## src/rtl/rominit_mux.sv

```systemverilog
// rominit_mux: packs a host download byte stream into little-endian words and
// writes them, with an auto-incrementing word address, to one one-hot selected region.
module rominit_mux #(
    parameter int unsigned NUM_REGIONS = 3,
    parameter int unsigned ADDR_W      = 25,
    parameter int unsigned WORD_BYTES  = 1
) (
    input  logic                    CLK,
    input  logic                    RESB,
    input  logic [NUM_REGIONS-1:0]  SEL,
    input  logic [7:0]              IN_DATA,
    input  logic                    IN_LAST,
    input  logic                    IN_VALID,
    output logic                    IN_READY,
    output logic [NUM_REGIONS-1:0]  OUT_SEL,
    output logic [ADDR_W-1:0]       OUT_ADDR,
    output logic [8*WORD_BYTES-1:0] OUT_DATA,
    output logic [WORD_BYTES-1:0]   OUT_BE,
    output logic                    OUT_VALID,
    input  logic                    OUT_READY,
    output logic                    BUSY,
    output logic [NUM_REGIONS-1:0]  DONE,
    output logic                    ERR
);
    localparam int unsigned CNT_W = $clog2(WORD_BYTES + 1);
    localparam logic [CNT_W-1:0] FULL = CNT_W'(WORD_BYTES);

    typedef enum logic [1:0] {IDLE, FILL, EMIT, DRAIN} state_e;

    state_e                  state_q, state_d;
    logic [NUM_REGIONS-1:0]  sel_q, sel_d;
    logic [NUM_REGIONS-1:0]  done_q, done_d;
    logic [ADDR_W-1:0]       addr_q, addr_d;
    logic [8*WORD_BYTES-1:0] data_q, data_d;
    logic [CNT_W-1:0]        cnt_q, cnt_d;
    logic                    last_q, last_d;
    logic                    err_q, err_d;
    logic                    sel_onehot;
    logic                    in_fire;
    logic [8*WORD_BYTES-1:0] first_word;

    assign sel_onehot = (SEL != '0) && ((SEL & (SEL - NUM_REGIONS'(1))) == '0);
    assign first_word = (8*WORD_BYTES)'(IN_DATA);

    // In EMIT a new byte may only enter when the current word leaves this cycle,
    // which keeps one byte per cycle without a skid buffer.
    assign IN_READY = RESB && ((state_q != EMIT) || (OUT_READY && !last_q));
    assign in_fire  = IN_VALID && IN_READY;

    always_comb begin
        state_d = state_q;
        sel_d   = sel_q;
        addr_d  = addr_q;
        data_d  = data_q;
        cnt_d   = cnt_q;
        last_d  = last_q;
        done_d  = done_q;
        err_d   = err_q;
        unique case (state_q)
            IDLE: begin
                if (in_fire) begin
                    if (sel_onehot) begin
                        sel_d   = SEL;
                        done_d  = done_q & ~SEL;
                        addr_d  = '0;
                        data_d  = first_word;
                        cnt_d   = CNT_W'(1);
                        last_d  = IN_LAST;
                        state_d = (WORD_BYTES == 1 || IN_LAST) ? EMIT : FILL;
                    end else begin
                        err_d = 1'b1;
                    end
                end
            end
            FILL: begin
                if (in_fire) begin
                    for (int unsigned i = 0; i < WORD_BYTES; i++) begin
                        if (cnt_q == CNT_W'(i)) data_d[8*i +: 8] = IN_DATA;
                    end
                    cnt_d  = cnt_q + CNT_W'(1);
                    last_d = IN_LAST;
                    if (cnt_d == FULL || IN_LAST) state_d = EMIT;
                end
            end
            EMIT: begin
                if (OUT_READY) begin
                    if (last_q) begin
                        done_d  = done_q | sel_q;
                        sel_d   = '0;
                        addr_d  = '0;
                        data_d  = '0;
                        cnt_d   = '0;
                        last_d  = 1'b0;
                        state_d = IDLE;
                    end else if (addr_q == '1) begin
                        err_d   = 1'b1;
                        data_d  = '0;
                        cnt_d   = '0;
                        state_d = DRAIN;
                        // The byte taken alongside the overflowing word may already end the image.
                        if (in_fire && IN_LAST) begin
                            sel_d   = '0;
                            addr_d  = '0;
                            state_d = IDLE;
                        end
                    end else begin
                        addr_d = addr_q + ADDR_W'(1);
                        if (in_fire) begin
                            data_d  = first_word;
                            cnt_d   = CNT_W'(1);
                            last_d  = IN_LAST;
                            state_d = (WORD_BYTES == 1 || IN_LAST) ? EMIT : FILL;
                        end else begin
                            data_d  = '0;
                            cnt_d   = '0;
                            state_d = FILL;
                        end
                    end
                end
            end
            DRAIN: begin
                if (in_fire && IN_LAST) begin
                    sel_d   = '0;
                    addr_d  = '0;
                    state_d = IDLE;
                end
            end
            default: state_d = IDLE;
        endcase
    end

    always_ff @(posedge CLK or negedge RESB) begin
        if (!RESB) begin
            state_q <= IDLE;
            sel_q   <= '0;
            addr_q  <= '0;
            data_q  <= '0;
            cnt_q   <= '0;
            last_q  <= 1'b0;
            done_q  <= '0;
            err_q   <= 1'b0;
        end else begin
            state_q <= state_d;
            sel_q   <= sel_d;
            addr_q  <= addr_d;
            data_q  <= data_d;
            cnt_q   <= cnt_d;
            last_q  <= last_d;
            done_q  <= done_d;
            err_q   <= err_d;
        end
    end

    always_comb begin
        OUT_BE = '0;
        for (int unsigned i = 0; i < WORD_BYTES; i++) begin
            OUT_BE[i] = (state_q == EMIT) && (CNT_W'(i) < cnt_q);
        end
    end

    assign OUT_VALID = (state_q == EMIT);
    assign OUT_SEL   = sel_q;
    assign OUT_ADDR  = addr_q;
    assign OUT_DATA  = data_q;
    assign BUSY      = (state_q != IDLE);
    assign DONE      = done_q;
    assign ERR       = err_q;

endmodule
```

## config.mk

```make
export PLATFORM = sky130hd
export DESIGN_NAME = rominit_mux
export DESIGN_NICKNAME = d
export VERILOG_FILES = /design/src/rtl/rominit_mux.sv
export SDC_FILE = /design/constraint.sdc
export NUM_CORES = 1
export LEC_CHECK = 0
export CAP_MARGIN = 30
export CORE_MARGIN = 8
export CORE_UTILIZATION = 40
export CTS_BUF_LIST = sky130_fd_sc_hd__clkbuf_16
export DETAILED_ROUTE_END_ITERATION = 10
export PLACE_DENSITY_LB_ADDON = 0.15
export SYNTH_ARGS = -nofsm -noshare
export SYNTH_HDL_FRONTEND = slang
export SYNTH_SLANG_ARGS = --single-unit
```

## constraint.sdc

```tcl
create_clock -name CLK -period 2.1 [get_ports CLK]
set_input_delay 0.525 -clock CLK [delete_from_list [all_inputs] [get_ports CLK]]
set_output_delay 0.525 -clock CLK [all_outputs]
set_load 0.02 [all_outputs]
```

Word level (Yosys, flattened, before mapping)
Cells that the tools add are included.
W data, S select, Z words.
{"block": "totals", "out_inout_bits": 44, "input_bits": 16, "reg_bits": 44, "word_cells": 117}
{"block": "op_classes", "n_bitwise": 4, "n_lt_le_gt_ge": 1, "eq_ne": 17, "n_mux": 61, "addsub": 3, "n_reduce_logical": 23}
{"operator": "$mux W25", "count": 6}
{"operator": "$pmux W25 S3", "count": 1}
{"operator": "$mux W8", "count": 8}
{"operator": "$mux W3", "count": 10}
{"operator": "$add A25 B1 Y25 const B", "count": 1}
{"operator": "$eq A25 B25 Y1 const B", "count": 1}
{"operator": "$pmux W8 S3", "count": 1}
{"operator": "$mux W2", "count": 10}
{"operator": "$mux W1", "count": 19}
{"operator": "$ne A2 B2 Y1 const B", "count": 9}
{"operator": "$reduce_and A6 Y1", "count": 3}
{"operator": "$reduce_and A5 Y1", "count": 3}
{"operator": "$pmux W3 S3", "count": 1}
{"operator": "$reduce_bool A3 Y1", "count": 3}
{"operator": "$pmux W2 S4", "count": 1}
{"operator": "$and A3 B3 Y3", "count": 2}
{"operator": "$logic_and A1 B1 Y1", "count": 6}
{"operator": "$ne A2 B1 Y1 const B", "count": 3}
{"operator": "$pmux W1 S3", "count": 2}
{"operator": "$pmux W3 S2", "count": 1}
{"operator": "$eq A2 B2 Y1 const B", "count": 2}
{"operator": "$reduce_and A4 Y1", "count": 1}
{"operator": "$reduce_bool A2 Y1", "count": 2}
{"operator": "$logic_not A3 Y1", "count": 1}
{"operator": "11 further kinds", "count": 12}

Depth between registers and ports, before layout
{"block": "logic_depth", "depth_word": 11, "mapped_depth": 10, "mapped_depth_nobuf": 8}

Least setup slack after synthesis
OpenSTA, ideal clock, no wires.
{"block": "synth_path", "path_type": "reg-to-reg", "from": "reg addr_q[0] (netlist: OUT_ADDR[0])", "to": "reg addr_q[22] (netlist: OUT_ADDR[22])", "required_time_ns": 2.001, "t_arrival_ns": 2.124, "path_buffers": 0, "synth_period_minus_slack_ns": 2.224, "setup_time_ns": 0.099, "path_stages_with_launch": 8, "setup_slack_ns": -0.124, "cell_sequence": "dfrtp_1 ha_1 nand3_1 or3_1 or3_1 nor3_2 a21oi_1 a311oi_1"}
{"block": "synth_between", "elab_chain_len": 5, "word_cells_on_any_way": 6, "classes_between": "1 x add/sub; 1 x eq/ne; 4 x mux"}
{"element": "from (decl)", "line": "33", "source": "logic [ADDR_W-1:0] addr_q, addr_d;"}
{"element": "from (signal assigned)", "line": "145", "source": "addr_q <= addr_d;"}
{"element": "$add A25 B1 Y25 or $eq A25 B25 Y1 (tied branches)", "line": "107, 95"}
{"element": "$mux W25 *", "line": "95", "source": "end else if (addr_q == '1) begin"}
{"element": "$mux W25 *", "line": "87", "source": "if (last_q) begin"}
{"element": "$mux W25 *", "line": "86", "source": "if (OUT_READY) begin"}
{"element": "$pmux W25 S3 *", "line": "59", "source": "unique case (state_q)"}
Mark *: on every way between the ends. The rest lies on a longest branch, timed or not. The select of a mux whose other input is x is not followed.
A chain may end at the register's enable or synchronous reset.

Worst setup path in the final report
{"block": "layout_path", "from": "reg state_q[1]", "to": "reg data_q[3] (netlist: OUT_DATA[3])"}
{"block": "layout_between", "elab_chain_len": 9, "word_cells_on_any_way": 19, "classes_between": "8 x eq/ne; 5 x mux; 6 x reduce/logical"}
{"element": "from (decl)", "line": "30", "source": "state_e state_q, state_d;"}
{"element": "from (signal assigned)", "line": "143", "source": "state_q <= state_d;"}
{"element": "$ne A2 B2 Y1", "line": "47", "source": "assign IN_READY = RESB && ((state_q != EMIT) || (OUT_READY && !last_q));"}
{"element": "$logic_or A1 B1 Y1", "line": "47"}
{"element": "$logic_and A1 B1 Y1", "line": "47"}
{"element": "$logic_and A1 B1 Y1", "line": "48", "source": "assign in_fire = IN_VALID && IN_READY;"}
{"element": "$mux W8", "line": "108", "source": "if (in_fire) begin"}
{"element": "$mux W8", "line": "95"}
{"element": "$mux W8", "line": "87"}
{"element": "$mux W8", "line": "86"}
{"element": "$pmux W8 S3", "line": "59"}
{"element": "to (signal assigned)", "line": "146", "source": "data_q <= data_d;"}
{"element": "to (decl)", "line": "34", "source": "logic [8*WORD_BYTES-1:0] data_q, data_d;"}
Parallel ways exist; a longest one is shown, timed or not. The select of a mux whose other input is x is not followed.

==> summary.md <==
| Metric | Value |
|---|---|
| Status | `finished with violations` |
| Failing checks | `setup timing` |
| Async S/R FF share, synth | `100.0%` |
| Worst-path clk slew | `60 ps` |
| RSZ-0062 raised after global routing | `true` |
| Worst skew pair latency | `290 ps` |
| Synth Instances | `277` |
| Post-synthesis mux area share | `0%` |
| Vias in the first global route | `2,681` |
| # clock sinks | `44` |
| Routed vias/inst | `5.627` |
| Synth top area cells | `dfrtp_1, a21oi_1, nor2_1, a22o_1, nand2_1` |
| IO buf count | `59` |
| TritonCTS Buffers | `5` |
| N_diodes | `0` |
| Final setup viols | `10` |
| I/O pins | `60` |
| Crit start category | `flop` |
| Area Growth Syn to Fin | `68.39%` |
| GR met1 Demand/Resource | `23.57%` |
| Synth Area in Simple Gates | `27.73%` |
| Leakage | `0.001890 uW` |
| Maximum vdd ir drop | `0.8827 mV` |
| Final HPWL from detailed placement | `5903 um` |
| Crit share post-route | `104.7%` |
| Post-synth top area cell | `dfrtp_1` |
| CP Data Arrival Time | `2420 ps` |
| Largest net degree at the start of global routing | `22` |
| WP data required | `2320 ps` |
| Clk buf depth | `2` |
| Worst setup margin | `-98.57 ps` |
| Pwr/cell area | `1275 nW/um2` |
| DP Area | `3705 um2` |
| Post-synth top cells | `dfrtp_1, nor2_1, nand2_1, a21oi_1, nor3_1` |
| Die area | `9171 um2` |
| Max frequency | `454.8 MHz` |
| Worst slew margin | `71.33%` |
| Yosys warnings | `0` |
| Post-Synth XOR/XNOR Area | `0.3441%` |
| Adder-cell area share of the yosys netlist | `2.458%` |
| Worst Hold Class | `in2async` |
| Critical path endpoint category | `flop` |
| Fraction of the mapped netlist area in compound gates | `22.42%` |
| Tightest Pin Transition | `426.7 ps` |
| # nets final | `445` |
| Initial Utilization | `40.78%` |
| Syn avg cell area | `9.188 um2` |
| First-pass GRT wire length | `12,860 um` |
| Fraction of layout cells with a size suffix above 1 | `34.35%` |
| Routed WL | `8662 um` |
| Max-cap violation count | `0` |
| Die Width | `95.77 um` |
| Final hold viol count | `0` |
| CTS tree | `yes` |
| Die height | `95.77 um` |
| GPL Wtd Cong | `0.8828` |
| All-layer global routing usage | `17.47%` |
| H-tree depth | `2` |
| Post-route cell area | `4285 um2` |
| Worst Setup SP | `state_q[1]` |
| Share of Yosys cell area claimed by the top area cell type | `43.26%` |
| WL/cell | `17.25 um` |
| Distinct cells, synth | `54` |
| Post-synthesis register bit count | `44` |
| Critical path type | `reg2reg` |
| R2r startpoint | `state_q[1]` |
| Most common cell in the netlist | `dfrtp_1` |
| Main combinational cell family by area after synthesis | `simple AND/OR/NAND/NOR gates` |
| Post-synth EDFFs | `0` |
| Minimum clock period | `2199 ps` |
| Prevailing post-synth register cell | `dfrtp_1` |
| Post-DRT Antenna Nets | `0` |
| Post-route DRC violation count | `0` |
| Met3 usage | `4.836%` |
| Post-synth net total | `298` |
| Mapped cell area | `2545 um2` |
| Sequential cell area fraction in the yosys report | `43.26%` |
| GR Layer Usage met2 | `27.14%` |
| Initial antenna violation count | `0` |
| GRT overflow | `0` |
| Routed via count | `2,825` |
| Hold-fix buffers, CTS | `0` |
| Drt pass-1 iters | `4` |
| CP max FO | `8` |
| Core footprint | `6241 um2` |
| Setup Skew | `5.132 ps` |
| Clock root cell | `clkbuf_16` |
| Max-slew violations | `0` |
| Std-Cell Rows | `29` |
| DR iter-0 viols | `205` |
| Place WS | `-567.8 ps` |
| Most crowded layer after global routing | `met2` |
==> worst max-delay path: stages, from the launching register on <==
cell and delay (ps):
dfrtp_2 430, ha_4 170, buf_6 120, a21o_4 230, o21a_4 230, or4_4 620
nor2_8 180, a22o_1 150
==> where the power goes <==
group	switching [uW]	total, uW	internal, uW	leakage (uW)
sequential	141	1180	1040	0.000570
combinational	1770	3420	1640	0.00124
clock	317	870	553	0.0000789
==> repair_timing <==
| item | in CTS | in global routing |
|---|---|---|
| gates resized for setup | 17 | 54 |
| gates cloned | 1 | 1 |
| buffers inserted | 2 | 19 |
| endpoints found under the setup margin | 45 | 44 |
| pin swaps | 6 | 27 |
==> sequential cells by signal, indices dropped and copies added (netlist names) <==
| signal | count |
|---|---|
| ERR | 1 |
| OUT_SEL | 3 |
| cnt_q | 1 |
| state_q | 2 |
| OUT_DATA | 8 |
| DONE | 3 |
| OUT_ADDR | 25 |
| last_q | 1 |
==> cell usage in the layout, fill, tap and decap left out, types with 5 or more instances in the layout <==
cell type / synthesis / final
nor2_1: 28 / 26
a22o_1: 12 / 12
nand4_1: 9 / 9
dfrtp_1: 44 / 41
dlygate4sd2_1: 0 / 8
buf_6: 3 / 6
a21oi_1: 23 / 21
o21ai_1: 5 / 7
buf_4: 1 / 78
inv_1: 11 / 10
nand2_1: 27 / 24
nand3_1: 11 / 9
clkdlybuf4s50_1: 0 / 49
clkbuf_16: 0 / 5
or3_1: 5 / 5
o21ai_0: 14 / 9
nor3_1: 15 / 14
==> routing by layer <==
layer	vias up	share of wire, %
met5	-	0
met4	0	1.6
met3	14	7.2
met2	109	48
met1	1355	44
li1	1347	-
==> per-stage QoR <==
stage / setup TNS [ps] / utilization (%) / hold WS [ps] / total power (uW) / cells
6_report: -743.0 / 68.66 / 206.6 / 5464 / 502
5_1_grt: -2259 / 68.66 / 213.2 / 5769 / 502
4_1_cts: 0 / 62.63 / 203.9 / 4894 / 482
3_5_place_dp: -17970 / 59.36 / 458.9 / 3950 / 471
3_3_place_gp: -16960 / 59.36 / 451.2 / 3917 / 471
2_1_floorplan: 0 / - / 229.4 / 2747 / 277
==> cells by family after synthesis <==
family	after synthesis
buffers and inverters	18
AO/OA/AOI/OAI	83
XOR/XNOR	1
AND/OR/NAND/NOR	126
adder cells (fa/ha/maj)	5
flip-flops	44
==> area by class of cell <==
cell class	instances	area (um2)
timing repair buffer	145	1264
multi-input combinational	217	1617
clock buffer	5	125.1
fill	476	1956
clock inverter	3	37.54
tap	77	96.34
sequential	44	1105
inverter	11	41.29
==> path summary, 6_finish.rpt <==
path,depth (start not counted),end,slack (ps)
max in group asynchronous,2,OUT_ADDR[1],1560
min in group CLK,1,ERR,470
min,2,last_q,210
max,7,OUT_DATA[3],-100
max reg2reg,7,OUT_DATA[3],-100
min reg2reg,1,ERR,470
Note: power is estimated with default switching activity, not from simulation.
